### src/rtl/r5p_console.sv
// rtl/r5p_console.sv - bus-mapped console: TX FIFO feeding an 8N1 serial transmitter (optional irq/CTRL via R5P_CONSOLE_IRQ_EN)
module r5p_console #(
  parameter int DAW = 16,
  parameter int DDW = 32,
  parameter int DSW = DDW/8,
  parameter int FDP = 16,
  parameter int BDR = 16
)(
  input  logic           clk,
  input  logic           rst,
  input  logic           bus_req,
  input  logic           bus_wen,
  input  logic [DAW-1:0] bus_adr,
  input  logic [DSW-1:0] bus_sel,
  input  logic [DDW-1:0] bus_wdt,
  output logic [DDW-1:0] bus_rdt,
  output logic           bus_ack,
  output logic           txd
`ifdef R5P_CONSOLE_IRQ_EN
  ,
  output logic           irq
`endif
);

  localparam int AW = $clog2(FDP);
  localparam int TW = (BDR > 1) ? $clog2(BDR) : 1;

  typedef enum logic [1:0] {IDLE, START, DATA, STOP} state_t;

  logic [7:0]    mem [FDP];
  logic [AW:0]   wp, rp, cnt;
  logic          full, empty, push, pop, push_req;
  state_t        state;
  logic [TW-1:0] tmr;
  logic [2:0]    bitn;
  logic [7:0]    shf;
  logic          bit_end, busy;
  logic [1:0]    rsel;
  logic [31:0]   status;
  logic          unused_bits;

  // Pointers carry one extra wrap bit so full and empty are distinguishable.
  assign cnt   = wp - rp;
  assign empty = (wp == rp);
  assign full  = (wp[AW] != rp[AW]) && (wp[AW-1:0] == rp[AW-1:0]);

  assign rsel     = bus_adr[3:2];
  assign push_req = bus_req & bus_wen & (rsel == 2'd0) & bus_sel[0];
  assign push     = push_req & ~full;
  assign bus_ack  = bus_req & ~(push_req & full);

  assign bit_end = (tmr == TW'(BDR-1));
  assign busy    = (state != IDLE);
  assign pop     = !empty && ((state == IDLE) || (state == STOP && bit_end));

  assign status = {16'd0, 8'(cnt), 5'd0, busy, empty, full};

  assign unused_bits = ^{bus_adr[DAW-1:4], bus_adr[1:0], bus_sel[DSW-1:1], bus_wdt[DDW-1:8]};

`ifdef R5P_CONSOLE_IRQ_EN
  logic ctrl_en;

  // CTRL register and irq: irq reflects "enabled and fully drained" one cycle late.
  always_ff @(posedge clk or negedge rst) begin
    if (!rst) begin
      ctrl_en <= 1'b0;
      irq     <= 1'b0;
    end else begin
      if (bus_req && bus_wen && rsel == 2'd2 && bus_sel[0])
        ctrl_en <= bus_wdt[0];
      irq <= ctrl_en & empty & (state == IDLE);
    end
  end
`endif

  // Read mux: data only while a read is requested, zero otherwise.
  always_comb begin
    bus_rdt = '0;
    if (bus_req && !bus_wen) begin
      case (rsel)
        2'd1:    bus_rdt = DDW'(status);
`ifdef R5P_CONSOLE_IRQ_EN
        2'd2:    bus_rdt = DDW'(ctrl_en);
`endif
        default: bus_rdt = '0;
      endcase
    end
  end

  // FIFO storage has no reset; emptiness is defined by the pointers alone.
  always_ff @(posedge clk) begin
    if (push)
      mem[wp[AW-1:0]] <= bus_wdt[7:0];
  end

  // FIFO pointers; reset discards any queued bytes.
  always_ff @(posedge clk or negedge rst) begin
    if (!rst) begin
      wp <= '0;
      rp <= '0;
    end else begin
      if (push) wp <= wp + 1'b1;
      if (pop)  rp <= rp + 1'b1;
    end
  end

  // Transmit FSM with registered txd; STOP chains straight into START when data waits.
  always_ff @(posedge clk or negedge rst) begin
    if (!rst) begin
      state <= IDLE;
      tmr   <= '0;
      bitn  <= '0;
      shf   <= '0;
      txd   <= 1'b1;
    end else begin
      case (state)
        IDLE: begin
          tmr <= '0;
          if (!empty) begin
            shf   <= mem[rp[AW-1:0]];
            state <= START;
            txd   <= 1'b0;
          end else begin
            txd <= 1'b1;
          end
        end
        START: begin
          if (bit_end) begin
            tmr   <= '0;
            bitn  <= '0;
            state <= DATA;
            txd   <= shf[0];
          end else begin
            tmr <= tmr + 1'b1;
          end
        end
        DATA: begin
          if (bit_end) begin
            tmr <= '0;
            if (bitn == 3'd7) begin
              state <= STOP;
              txd   <= 1'b1;
            end else begin
              bitn <= bitn + 1'b1;
              shf  <= {1'b0, shf[7:1]};
              txd  <= shf[1];
            end
          end else begin
            tmr <= tmr + 1'b1;
          end
        end
        STOP: begin
          if (bit_end) begin
            tmr <= '0;
            if (!empty) begin
              shf   <= mem[rp[AW-1:0]];
              state <= START;
              txd   <= 1'b0;
            end else begin
              state <= IDLE;
              txd   <= 1'b1;
            end
          end else begin
            tmr <= tmr + 1'b1;
          end
        end
        default: begin
          state <= IDLE;
          txd   <= 1'b1;
        end
      endcase
    end
  end

endmodule

### config.mk
export PLATFORM = sky130hd
export DESIGN_NAME = r5p_console
export DESIGN_NICKNAME = d
export VERILOG_FILES = /design/src/rtl/r5p_console.sv
export SDC_FILE = /design/constraint.sdc
export NUM_CORES = 1
export LEC_CHECK = 0
export CAP_MARGIN = 15
export CORE_UTILIZATION = 40
export CTS_BUF_LIST = sky130_fd_sc_hd__clkbuf_8
export CTS_CLUSTER_DIAMETER = 150
export DETAILED_ROUTE_END_ITERATION = 10
export PLACE_DENSITY = 0.67
export SLEW_MARGIN = 20
export SYNTH_ARGS = -nofsm -noshare
export SYNTH_HDL_FRONTEND = slang
export SYNTH_SLANG_ARGS = --single-unit
### constraint.sdc
create_clock -name clk -period 2.6 [get_ports clk]
set_input_delay 0.39 -clock clk [delete_from_list [all_inputs] [get_ports clk]]
set_output_delay 0.39 -clock clk [all_outputs]
set_load 0.01 [all_outputs]
==> results.cfg, run 1 <==
[logic_synthesis]
syn_area_um2 = 6888
synth_area_leaders = edfxtp_1, dfrtp_1, mux4_2
synthCells = 431
synthArstFlopShare_pct = 17.95
ys.flop_type = edfxtp_1
synth_edf_count = 128
yosysSeqAreaShare_pct = 65.99
synthTopCellsByCount = edfxtp_1, buf_4, dfrtp_1, mux4_2, nor2_1
synth.distinct_cells = 51
ys_seq_elements = 156
avgSynthCellArea_um2 = 15.98
synth_top_area_share_pct = 55.80
synth_top_area_cell = edfxtp_1
yosysMostFrequentCell = edfxtp_1
yosysWarnings = 0

[die]
die_y_um = 133.2
core.rowCount = 47
fp.coreArea_um2 = 16700
pin_count = 90
start_util_pct = 41.24
die-area_um2 = 17750
die-width_um = 133.2

[global_route]
grt_use_total_pct = 15.97
grt_pass1_vias = 3878
grt_pass1_wl_um = 20980
antenna_found_initial = 0
overflow = 0
grt_max_degree = 41

[power_and_ir_drop]
pwr-share-comb_pct = 12.7
seq_power_share_pct = 52.1
pwr-share-clk_pct = 35.2
total_power_mw = 5.367
intPower_mw = 4.106
peakVddDrop_mv = 0.3798
power_density_nw_per_um2 = 675.0
switching_power_mw = 1.261
p_leak_nw = 2.863
sw_frac_of_total_pct = 23.49

[placement]
dp_cells = 687
place_congestion = 0.7969
hpwl_um = 8664
placed_cell_area_um2 = 7438
numPortBuffers = 24

[setup_path]
path_class = flip-flop to output port
startpoint_type = flip-flop
cp_max_fo = 2
critical_path_required_ns = 2.21
cp-end-kind = output port
crit_start = wp[0]$_DFFE_PN0P_
reg2reg_from = rp[2]$_DFFE_PN0P_
worstPathArrival_ns = 2.19

[sta]
fin_crit_sh_pct = 99.10
rsz0062_at_grt = true
fin_hold_ws_ns = 0.4608
clock.fmax_ghz = 0.3881
final_hold_viol_count = 0
relSlewSlack_pct = 37.29
clock_skew_ns = 0.01080
min_period_ns = 2.577
finalMaxSlewViolations = 0
worstMarginPinSlew_ns = 0.9377
setup_violations = 0

[cells_and_area]
fin_area_um2 = 7950
final_nets = 568
fin_cells = 726
layout-drive-gt1-share_pct = 25.10
diodes = 0
area_growth_pct = 15.42

[route]
vias = 3772
routed_wl_um = 13210
dr.pass1.iters = 4
drc = 0
viasPerCell = 5.196
ant_nets = 0
drt-initial-drc-count = 222
wire_per_inst_um = 18.19

[run]
cap_violations = 0

[clock_tree]
cts_buffers = 17
cts_tree = built
root_buffer = clkbuf_8
holdBufCountCts = 0
htree_levels = 4
clockBufferDepth = 2
clk_pin_slew_ns = 0.08
clk_latency_ns = 0.45
clkSinkCount = 156

[hold_path]
min_path_type = input port to asynchronous set/reset pin

[status]
outcome = finished clean
==> cell families (layout without fill, tap and decap cells) <==
| family | after synthesis | count (layout) | share of synthesized area, % |
|---|---|---|---|
| mux | 44 | 44 | 11.61 |
| other cells | 1 | 24 | 0.05444 |
| fa+ha+maj | 19 | 19 | 3.560 |
| xor+xnor | 13 | 13 | 1.762 |
| buf+inv | 56 | 108 | 4.923 |
| flops | 156 | 156 | 65.99 |
| compound gates | 53 | 53 | 5.704 |
| simple gates | 89 | 89 | 6.394 |
==> layout by cell type (no fill, tap or decap), types with 16 or more instances in the layout <==
cell type	Yosys	final
buf_4	27	34
clkbuf_8	0	17
clkdlybuf4s50_1	0	17
conb_1	1	24
dfrtp_1	27	25
edfxtp_1	128	128
inv_1	17	16
mux2_2	17	17
mux4_2	27	27
nand2_1	22	22
nor2_1	26	26
==> worst max-delay path, stage by stage, from the launching register on <==
cell     delay [ns]
dfrtp_1        0.39
inv_2          0.08
ha_4           0.13
inv_2          0.04
fa_2           0.38
a21o_1         0.20
a21oi_2        0.15
xnor2_1        0.09
nor2_1         0.13
buf_2          0.15
==> metal layers <==
metal	wire, µm	vias to the layer above	track usage [%]
met3	573	17	3.653
met1	5847	1919	20.55
li1	-	1729	-
met5	0	-	0
met4	160	0	6.187
met2	6626	107	26.38
==> state kept, by name, indices dropped and copies added (netlist names) <==
signal and flops:
mem 128, state 2, wp 5, txd 1
rp 5, bitn 3, shf 8, tmr 4
==> power groups by stage <==
stage | combinational, mW | clock [mW] | sequential, mW
detailed placement | 0.544 | 0 | 2.84
floorplan | 0.364 | 0 | 2.84
CTS | 0.619 | 1.93 | 2.79
global route | 0.749 | 2.02 | 2.80
finish | 0.681 | 1.89 | 2.80
global placement | 0.517 | 0 | 2.84
==> timing repair <==
action / CTS / global route
pin swaps: 0 / 6
gates resized for setup: 15 / 10
endpoints found under the setup margin: 7 / 3
setup buffers: 2 / 5
==> path summary, 6_finish.rpt <==
path / to / slack, ns / depth (start not counted)
max in group asynchronous: shf[3]$_DFFE_PN0P_ / 1.45 / 2
worst max-delay path: bus_rdt[12] / 0.02 / 9
worst min register to register: txd$_DFFE_PN1P_ / 0.48 / 2
worst max register to register: shf[6]$_DFFE_PN0P_ / 0.30 / 6
worst min-delay path: tmr[0]$_DFF_PN0_ / 0.46 / 1
min in group clk: txd$_DFFE_PN1P_ / 0.48 / 2
==> final cells by class <==
class	count	area, µm²
inverter	17	63.81
clock buffer	17	234.0
timing repair buffer	59	499.2
sequential	156	4548
fill	1422	8751
multi-input combinational	242	2148
tap	220	275.3
clock inverter	15	181.4
==> stage by stage <==
stage	setup WS [ns]	utilization, %	setup TNS [ns]
2_1_floorplan	0.002333	-	0
3_3_place_gp	0.08513	44.54	0
3_5_place_dp	0.02146	44.54	0
4_1_cts	-0.07232	47.29	-0.07232
5_1_grt	-0.06940	47.60	-0.07586
6_report	0.02339	47.60	0
(Power assumes the default switching activity.)
==> inputs of run 2 (changes only) <==
--- a/config.mk
+++ b/config.mk
@@ -10,7 +10,9 @@
 export CTS_BUF_LIST = sky130_fd_sc_hd__clkbuf_8
 export CTS_CLUSTER_DIAMETER = 150
 export DETAILED_ROUTE_END_ITERATION = 10
+export GPL_ROUTABILITY_DRIVEN = 0
 export PLACE_DENSITY = 0.67
+export RECOVER_POWER = 100
 export SLEW_MARGIN = 20
 export SYNTH_ARGS = -nofsm -noshare
 export SYNTH_HDL_FRONTEND = slang
==> results.cfg, run 2 (synthesized netlist as in run 1, its figures left out) <==
[power_and_ir_drop]
switching_power_mw = 1.258
peakVddDrop_mv = 0.3804
power_density_nw_per_um2 = 677.7
sw_frac_of_total_pct = 23.51
p_leak_nw = 2.833
pwr-share-comb_pct = 12.4
pwr-share-clk_pct = 35.3
intPower_mw = 4.092
seq_power_share_pct = 52.3

[route]
vias = 3789
wire_per_inst_um = 18.12
viasPerCell = 5.219
drt-initial-drc-count = 253
drc = 0
ant_nets = 0
routed_wl_um = 13160
dr.pass1.iters = 4

[cells_and_area]
diodes = 0
final_nets = 568
final_common_cell = edfxtp_1
layout_common_cells = edfxtp_1, mux4_2, nor2_1, dfrtp_1, conb_1
largest_reg_flops = 128
fin_area_um2 = 7894
nFillCells = 1435
layout-drive-gt1-share_pct = 23.72
area_growth_pct = 14.60

[setup_path]
ff2ff_path_depth = 7
r2r_end = mem[13][4]$_DFFE_PP_
worstPathArrival_ns = 2.19
critical_path_required_ns = 2.21
worst-r2r-setup-slack_ns = 0.19
cp-end-kind = output port
startpoint_type = flip-flop
path_class = flip-flop to output port
reg2reg_from = rp[3]$_DFFE_PN0P_
cp_max_fo = 2

[placement]
placed_cell_area_um2 = 7438
hpwl_um = 8664
numPortBuffers = 24

[global_route]
grt_use_total_pct = 15.97
grt_pass1_wl_um = 20980
top_usage_layer = met2
grt_pass1_vias = 3878
overflow = 0
grt_max_degree = 41
grt.met2_usage_pct = 26.38
use_met3_pct = 3.653
use_met1_pct = 20.55
antenna_found_initial = 0

[clock_tree]
clkSinkCount = 156
clk_latency_ns = 0.45
cts_buffers = 17
cts_tree = built
clockBufferDepth = 2
root_buffer = clkbuf_8
clk_pin_slew_ns = 0.08
htree_levels = 4

[sta]
fin_crit_sh_pct = 99.13
rsz0062_at_grt = true
clock.fmax_ghz = 0.3880
min_period_ns = 2.577
worstMarginPinSlew_ns = 0.9367
final_hold_viol_count = 0
setup_violations = 0
relSlewSlack_pct = 37.35
fin_hold_ws_ns = 0.4807
clock_skew_ns = 0.01013
finalMaxSlewViolations = 0

[die]
pin_count = 90
die-width_um = 133.2
core.rowCount = 47
die-area_um2 = 17750
fp.coreArea_um2 = 16700
start_util_pct = 41.24
die_y_um = 133.2

[hold_path]
min_path_cells = 2
hold_start = txd$_DFFE_PN1P_
holdPathEnd = txd$_DFFE_PN1P_
min_path_type = flip-flop to flip-flop

[status]
outcome = finished clean

[run]
cap_violations = 0
-- run 2: worst max-delay path by stage --
stage,start,end,depth (start not counted)
3_5_place_dp,wp[0]$_DFFE_PN0P_,bus_rdt[12],9
3_3_place_gp,wp[0]$_DFFE_PN0P_,bus_rdt[12],9
5_1_grt,wp[0]$_DFFE_PN0P_,bus_rdt[12],9
2_1_floorplan,rp[1]$_DFFE_PN0P_,mem[0][0]$_DFFE_PP_,8
6_report,wp[0]$_DFFE_PN0P_,bus_rdt[12],9
4_1_cts,wp[0]$_DFFE_PN0P_,bus_rdt[12],9
-- run 2: cell type report --
class	count	area (µm²)	share of cell area, %
flip-flops and latches	156	4548	57.62
clock inverters	15	181.4	2.298
inverters	17	63.81	0.8084
repair buffers	59	445.4	5.643
multi-input cells	242	2146	27.18
clock buffers	17	234.0	2.964
well taps	220	275.3	3.487
-- run 2: through the flow --
step	setup TNS (ns)	worst slack [ns]	total power, mW	cells	util [%]
floorplan	0	0.002333	3.202	454	-
global route	-0.07586	-0.06940	5.560	726	47.27
CTS	-0.07232	-0.07232	5.338	721	47.29
global placement	0	0.08513	3.359	687	44.54
detailed placement	0	0.02146	3.389	687	44.54
finish	0	0.02255	5.350	726	47.27
-- run 2: power by group through the flow --
stage,clock network [mW],registers (mW),logic [mW]
floorplan,0,2.84,0.364
global placement,0,2.84,0.517
detailed placement,0,2.84,0.544
CTS,1.93,2.79,0.619
global route,2.02,2.80,0.733
finish,1.89,2.80,0.665
-- run 2: worst max-delay path, stage by stage (launching register included) --
cell     delay [ns]
dfrtp_1        0.39
inv_2          0.08
ha_4           0.13
inv_2          0.04
fa_2           0.38
a21o_1         0.20
a21oi_2        0.15
xnor2_1        0.09
nor2_1         0.13
buf_2          0.15
-- run 2: timing repair --
action / CTS / global route
pin swaps: 0 / 6
resized for setup: 15 / 10
setup buffers: 2 / 5
endpoints found under the hold margin: 0 / 0
endpoints found under the setup margin: 7 / 3
hold buffers: 0 / 0
-- run 2: layer usage --
metal  up-vias  wire length [µm]
li1       1729                 -
met1      1924              5681
met4         0               200
met3        17               686
met5         -                 0
met2       119              6588
